===== src/rtl/cube_if.sv =====
// Start/busy handshake bundle for the iterative cube unit.
// The master drives the operand and request; the slave returns result, busy and done.
interface cube_if;
    logic [7:0]  x_i;
    logic        start;
    logic [23:0] result;
    logic        busy;
    logic        done;

    modport master (
        output x_i,
        output start,
        input  result,
        input  busy,
        input  done
    );

    modport slave (
        input  x_i,
        input  start,
        output result,
        output busy,
        output done
    );
endinterface


===== src/rtl/cube.sv =====
// Iterative 8-bit cube: two back-to-back 8-step shift-add multiplies (x*x, then sq*x).
// Latency is a fixed 16 busy cycles; done pulses in the first cycle the new result is held.
module cube (
    input  logic   clk,
    input  logic   rst,
    cube_if.slave  bus
);
    typedef enum logic [1:0] {
        IDLE = 2'd0,
        SQ   = 2'd1,
        CB   = 2'd2
    } state_t;

    state_t      state_q, state_d;
    logic [7:0]  x_q, x_d;
    logic [7:0]  mplier_q, mplier_d;
    logic [23:0] mcand_q, mcand_d;
    logic [23:0] acc_q, acc_d;
    logic [2:0]  cnt_q, cnt_d;
    logic [23:0] result_q, result_d;
    logic        done_q, done_d;
    logic [23:0] sum;

    always_comb begin
        state_d  = state_q;
        x_d      = x_q;
        mplier_d = mplier_q;
        mcand_d  = mcand_q;
        acc_d    = acc_q;
        cnt_d    = cnt_q;
        result_d = result_q;
        done_d   = 1'b0;
        sum      = acc_q + (mplier_q[0] ? mcand_q : '0);

        case (state_q)
            IDLE: begin
                if (bus.start) begin
                    x_d      = bus.x_i;
                    mplier_d = bus.x_i;
                    mcand_d  = {16'd0, bus.x_i};
                    acc_d    = '0;
                    cnt_d    = '0;
                    state_d  = SQ;
                end
            end
            SQ, CB: begin
                acc_d    = sum;
                mcand_d  = mcand_q << 1;
                mplier_d = mplier_q >> 1;
                cnt_d    = cnt_q + 3'd1;
                if (cnt_q == 3'd7) begin
                    if (state_q == SQ) begin
                        // The square needs no register of its own: it is carried
                        // in mcand for the whole CB pass.
                        mcand_d  = {8'd0, sum[15:0]};
                        mplier_d = x_q;
                        acc_d    = '0;
                        cnt_d    = '0;
                        state_d  = CB;
                    end else begin
                        result_d = sum;
                        done_d   = 1'b1;
                        state_d  = IDLE;
                    end
                end
            end
            default: state_d = IDLE;
        endcase
    end

    always_ff @(posedge clk) begin
        if (!rst) begin
            state_q  <= IDLE;
            x_q      <= '0;
            mplier_q <= '0;
            mcand_q  <= '0;
            acc_q    <= '0;
            cnt_q    <= '0;
            result_q <= '0;
            done_q   <= 1'b0;
        end else begin
            state_q  <= state_d;
            x_q      <= x_d;
            mplier_q <= mplier_d;
            mcand_q  <= mcand_d;
            acc_q    <= acc_d;
            cnt_q    <= cnt_d;
            result_q <= result_d;
            done_q   <= done_d;
        end
    end

    assign bus.result = result_q;
    assign bus.busy   = (state_q != IDLE);
    assign bus.done   = done_q;
endmodule


===== src/flat_wrapper.sv =====
// flat-port wrapper written by rule: the top's interface ports become plain ports
module cube_flat 
  (clk, rst, bus_x_i, bus_start, bus_result, bus_busy, bus_done);
  cube_if bus_i ();
  input  logic clk;
  input  logic rst;
  input wire logic [$bits(bus_i.x_i)-1:0] bus_x_i;
  input wire logic [$bits(bus_i.start)-1:0] bus_start;
  output wire logic [$bits(bus_i.result)-1:0] bus_result;
  output wire logic [$bits(bus_i.busy)-1:0] bus_busy;
  output wire logic [$bits(bus_i.done)-1:0] bus_done;
  assign bus_i.x_i = bus_x_i;
  assign bus_i.start = bus_start;
  assign bus_result = bus_i.result;
  assign bus_busy = bus_i.busy;
  assign bus_done = bus_i.done;
  cube u_core (.clk(clk), .rst(rst), .bus(bus_i));
endmodule

===== config.mk =====
export PLATFORM = sky130hd
export DESIGN_NAME = cube_flat
export DESIGN_NICKNAME = d
export VERILOG_FILES = /design/src/rtl/cube_if.sv /design/src/rtl/cube.sv /design/src/flat_wrapper.sv
export SDC_FILE = /design/constraint.sdc
export NUM_CORES = 1
export LEC_CHECK = 0
export CORE_UTILIZATION = 25
export CTS_CLUSTER_DIAMETER = 60
export DETAILED_ROUTE_END_ITERATION = 12
export PLACE_DENSITY = 0.39
export SETUP_SLACK_MARGIN = 0.5
export SLEW_MARGIN = 25
export SYNTH_ARGS = -nofsm -noshare
export SYNTH_HDL_FRONTEND = slang
export SYNTH_SLANG_ARGS = --single-unit

===== constraint.sdc =====
create_clock -name clk -period 2.8 [get_ports clk]
set_input_delay 0.84 -clock clk [delete_from_list [all_inputs] [get_ports clk]]
set_output_delay 0.84 -clock clk [all_outputs]
set_load 0.01 [all_outputs]

# Word level (Yosys, flattened, before mapping)
# Cells that the tools add are included.
# totals
in_bits	11
regBits	94
out_inout_bits	26
# op_classes
bitwise	1
n_mux	22
reduce_logical	9
addsub	2
n_eq_ne	5
# ops
op	count
2-to-1 mux 24 bit	7
one-hot mux 24 bit (2 select lines)	2
adder 24 bit	1
2-to-1 mux 8 bit	3
one-hot mux 8 bit (2 select lines)	1
2-to-1 mux 3 bit	3
2-to-1 mux 2 bit	3
one-hot mux 3 bit (2 select lines)	1
AND reduction 2 bit	3
AND reduction 3 bit	2
one-hot mux 2 bit (2 select lines)	1
nonzero test 2 bit	2
adder 3 x 1 -> 3 bit (second input constant)	1
== test 3 bit (second input constant)	1
== test 2 x 1 -> 1 bit (second input constant)	1
== test 2 bit (second input constant)	1
logical NOT 2 bit	1
!= test 2 x 1 -> 1 bit (second input constant)	1
!= test 2 bit (second input constant)	1
OR reduction 2 bit	1
2-to-1 mux 1 bit	1
inverter 1 bit	1

# Longest topological paths before layout
# logic_depth
ltp_word	5
depth_mapped	11
ltp_nobuf	10

# Worst setup path after synthesis
# OpenSTA, ideal clock, no wires.
# synth_timing
path_type	register -> register
start	register u_core.mplier_q[0]
end	register u_core.acc_q[22]
required_time_ns	2.677
setup_slack_ns	0.092
period_less_slack_ns	2.708
arrival_time_ns	2.585
setup_ns	0.123
stages_incl_launch_ff	12
cell_sequence	dfxtp_1 clkbuf_1 and2_1 ha_1 fa_1 a21o_1 a31o_2 a21bo_4 a41oi_4 o32ai_2 a31oi_1 o21ai_1
# synth_via
elab_chain_len	5
# synth_rtl
element	line	text
start, declared	cube.sv:16	logic [7:0] mplier_q, mplier_d;
start signal, assigned	cube.sv:84	mplier_q <= mplier_d;
2-to-1 mux 24 bit (*)	cube.sv:33	sum = acc_q + (mplier_q[0] ? mcand_q : '0);
adder 24 bit (*)	cube.sv:33	
2-to-1 mux 24 bit	cube.sv:52	if (state_q == SQ) begin
2-to-1 mux 24 bit (*)	cube.sv:51	if (cnt_q == 3'd7) begin
one-hot mux 24 bit (2 select lines) (*)	cube.sv:35	case (state_q)
end signal, assigned	cube.sv:77	acc_q <= '0;
end signal, assigned	cube.sv:86	acc_q <= acc_d;
end, declared	cube.sv:18	logic [23:0] acc_q, acc_d;
# Every way passes the cells marked *; elsewhere a longest branch is shown, timed or not.
# A chain may end at the register's enable or synchronous reset.

# Worst setup path in the final report
# layout_timing
start	register u_core.mplier_q[0]
end	register u_core.result_q[16], in the netlist u_core.bus.result[16]
# layout_via
elab_chain_len	2
# layout_rtl
element	line	text
2-to-1 mux 24 bit	cube.sv:33	
adder 24 bit	cube.sv:33	
end signal, assigned	cube.sv:88	result_q <= result_d;
end, declared	cube.sv:20	logic [23:0] result_q, result_d;
# Every way passes these cells.

==> impl_metrics.yaml <==
outcome:
  outcome: "finished, final reports clean"
power_and_ir_drop:
  p_per_area_mw_per_mm2: 520
  leakage_uw: 0.00252
  ir_drop_uv: 277
layout:
  multi_input_area_mm2: 0.00358
  fillerInstances: 2101
  drive_above_1_share_pct: 24.0
  n_antenna_cell: 0
  area_delta_synth_final_pct: 37.5
  stdcell_count: 962
  fin_util_pct: 35.4
  layout_common_cells: "dfxtp_1 (92), nand2_1 (84), nor2_1 (66)"
  seqCellArea_mm2: 0.00189
  nNetsFinal: 732
  layout.cells.most_common: "dfxtp_1"
clocking:
  h-tree-depth: 3
  cts_tree: "done"
  cts.sinks: 94
  clockRootBuffer: "clkbuf_16"
  clkTransAtPathRegs_ns: 0.07
  clockBufferDepth: 2
  clk_latency_ns: 0.35
  numCtsBuffers: 9
  postCtsHoldBufs: 0
floorplan:
  die_h_um: 144
  core_mm2: 0.0197
  row_count: 51
  initial_utilization_pct: 25.7
  die_area_mm2: 0.0208
  io-pin-count: 37
  die_width_um: 144
route:
  detail-route-antenna-nets: 0
  routed_wl_mm: 16.1
  routed_via_density: 5.01
  drcViolationCount: 0
  wire_per_inst_um: 16.7
  vias: 4820
  drtPass1Iterations: 5
  drt_iter0_drc: 335
sta:
  slew_headroom_pct: 66.5
  slew_violations: 0
  tightest_slew_ns: 0.502
  period_needed_ns: 2.57
  min_period_over_period_pct: 91.9
  rsz0062_at_grt: "true"
  setup_violations: 0
  fin_skew_ns: 0.00859
  tns_ns: 0
  fmax_mhz: 389
  hold_viol_final: 0
global_routing:
  antenna_found_initial: 0
  grt_max_degree: 50
  globalRouteOverflowTotal: 0
  grt_pass1_vias: 4660
  grt_pass1_wl_mm: 25.5
  grt_util_all_layers_pct: 16.3
setup_path:
  crit_path_max_fanout: 6
  critical_path_depth: 11
  r2r_cells: 11
  path_class: "reg2reg"
  cp.required_ns: 3.08
  worstPathArrival_ns: 2.86
  crit_path_end_kind: "register"
  regToRegEndpoint: "u_core.bus.result[16]"
  endpoint: "u_core.bus.result[16]"
  cp-start-kind: "register"
  cpPeakStageDelay_ns: 0.36
  worst-path-buf-inv: 1
  critPathTopFamily: "compound AO/OA/AOI/OAI gates"
  crit_chain: "and2_4 -> ha_4 -> fa_2 -> a21o_1 -> a31o_4 -> a21bo_4 -> a41oi_4 -> buf_6 -> nor2_4 -> mux2_4 -> o211ai_2"
  ff2ff_setup_slack_ns: 0.23
  cpMaxStageDelayCell: "dfxtp_4"
  setup.worst_path.start: "u_core.mplier_q[0]"
  r2r_start: "u_core.mplier_q[0]"
job:
  cap_violations: 0
yosys:
  ys_ff_latch: 94
  ys_types: 61
  synth_compound_area_share_pct: 26.7
  synth_top_family_by_area: "compound AO/OA/AOI/OAI gates"
  yosys_warnings: 0
  synthMuxAreaShare_pct: 0.693
  synth_xor_xnor_area_share_pct: 3.81
  yosys.area_share.simple_pct: 20.8
  async_reset_ff_share_pct: 0
  synth-edff-count: 0
  synth_fp_nets: 669
  ys.flop_type: "dfxtp_1"
  syn_area_per_cell_um2: 8.04
  synthAdderAreaFrac_pct: 7.32
  syn_area_mm2: 0.00506
  seq_area_frac_synth_pct: 37.2
  synthCells: 629
worst_hold_path:
  timing.hold.worst.class: "reg2reg"
place:
  gp_congestion: 0.907
  hpwlAfterDp_mm: 11.4
  dp.cells: 925
  portBuffers: 36
## synth_stat cells (all sizes together), types with 2 or more instances
| cell type | instances | share of area [%] |
|---|---|---|
| a22oi | 21 | 3.1 |
| a31oi | 5 | 0.62 |
| o211ai | 4 | 0.69 |
| a32o | 3 | 0.59 |
| a31o | 4 | 0.69 |
| a32oi | 2 | 0.35 |
| and2 | 28 | 3.5 |
| inv | 8 | 0.59 |
| a2111oi | 2 | 0.35 |
| xor2 | 12 | 2.1 |
| a21oi | 65 | 6.6 |
| o21a | 2 | 0.30 |
| and3 | 5 | 0.62 |
| xnor2 | 10 | 1.7 |
| nand2 | 89 | 6.7 |
| nor3 | 7 | 0.79 |
| nand2b | 2 | 0.25 |
| dfxtp | 94 | 37 |
| a22o | 7 | 1.2 |
| a21boi | 3 | 0.45 |
| a41oi | 2 | 0.72 |
| ha | 28 | 6.9 |
| o21ai | 42 | 4.3 |
| buf | 8 | 0.69 |
| mux2i | 2 | 0.40 |
| nand3 | 22 | 2.2 |
| clkbuf | 29 | 2.2 |
| a211o | 5 | 0.87 |
| nor2 | 70 | 5.2 |
| o22ai | 2 | 0.25 |
| nor2b | 3 | 0.37 |
| a21o | 8 | 1.2 |
| nand4 | 4 | 0.49 |
| a311oi | 10 | 1.7 |
| a211oi | 7 | 1.1 |
## cell type report
class                      count  share of cell area (%)
inverter                       8                   0.432
clock buffer                  10                    3.44
clock inverter                 6                    1.08
timing repair buffer          89                    11.7
tap                          265                    4.77
multi-input combinational    490                    51.5
sequential                    94                    27.1
## metrics by stage
| stage | total power, µW | hold slack, ns | cell area (µm²) | setup slack, ns |
|---|---|---|---|---|
| global route | 3830 | 0.475 | 6960 | 0.154 |
| finish | 3620 | 0.452 | 6960 | 0.227 |
| global placement | 2290 | 0.447 | 5930 | 0.187 |
| detailed placement | 2290 | 0.448 | 5930 | 0.137 |
| CTS | 3640 | 0.458 | 6590 | 0.275 |
| floorplan | 1980 | 0.429 | 5100 | 0.279 |
## worst register-to-register path: cells and delay by family, from the launching register on
kind                       cells  cell delay (ns)
buffers and inverters          1             0.16
muxes                          1             0.30
adders and majority gates      2             0.49
DFF                            1             0.36
and+or+nand+nor                2             0.17
AOI/OAI and AO/OA              5             1.01
## where the power goes
part / switching, µW / leakage (µW) / internal, µW / total (µW)
Combinational: 529 / 0.00160 / 290 / 819
Clock: 575 / 0.000152 / 733 / 1310
Sequential: 61.7 / 0.000763 / 1430 / 1490
## metal layers
metal  GRT usage, %  vias to the layer above  part of all wire, %
li1               -                     2371                    -
met3           2.95                       18                  2.7
met2           27.9                       80                   49
met5              0                        -                    0
met1           20.8                     2351                   47
met4           4.54                        0                  1.5
## repair_timing
item,in CTS,in global routing
endpoints found under the setup margin,36,47
pin swaps,11,27
setup buffers,9,12
resized for setup,56,57
## registers in the layout (all words and copies together) (netlist names)
name,flops
u_core.x_q,8
u_core.mcand_q,24
u_core.bus.result,24
u_core.state_q,2
u_core.acc_q,24
u_core.bus.done,1
u_core.cnt_q,3
u_core.mplier_q,8
## how the worst min path moves through the flow
stage / startpoint / to / depth (start not counted)
final: u_core.bus.result[5] / u_core.bus.result[5] / 2
after global routing: u_core.bus.result[5] / u_core.bus.result[5] / 2
after CTS: u_core.bus.result[5] / u_core.bus.result[5] / 2
after detailed placement: u_core.bus.result[5] / u_core.bus.result[5] / 2
after global placement: u_core.acc_q[21] / u_core.acc_q[21] / 2
after floorplan: u_core.acc_q[14] / u_core.acc_q[14] / 2
## cells by family (layout without fill, tap and decap cells)
| logic type | count (synthesis) | in the layout |
|---|---|---|
| simple gates | 235 | 235 |
| compound gates | 201 | 201 |
| flops | 94 | 94 |
| buf+inv | 45 | 113 |
| fa+ha+maj | 29 | 29 |
| xor+xnor | 22 | 22 |
| mux | 3 | 3 |
(Power assumes the default switching activity.)
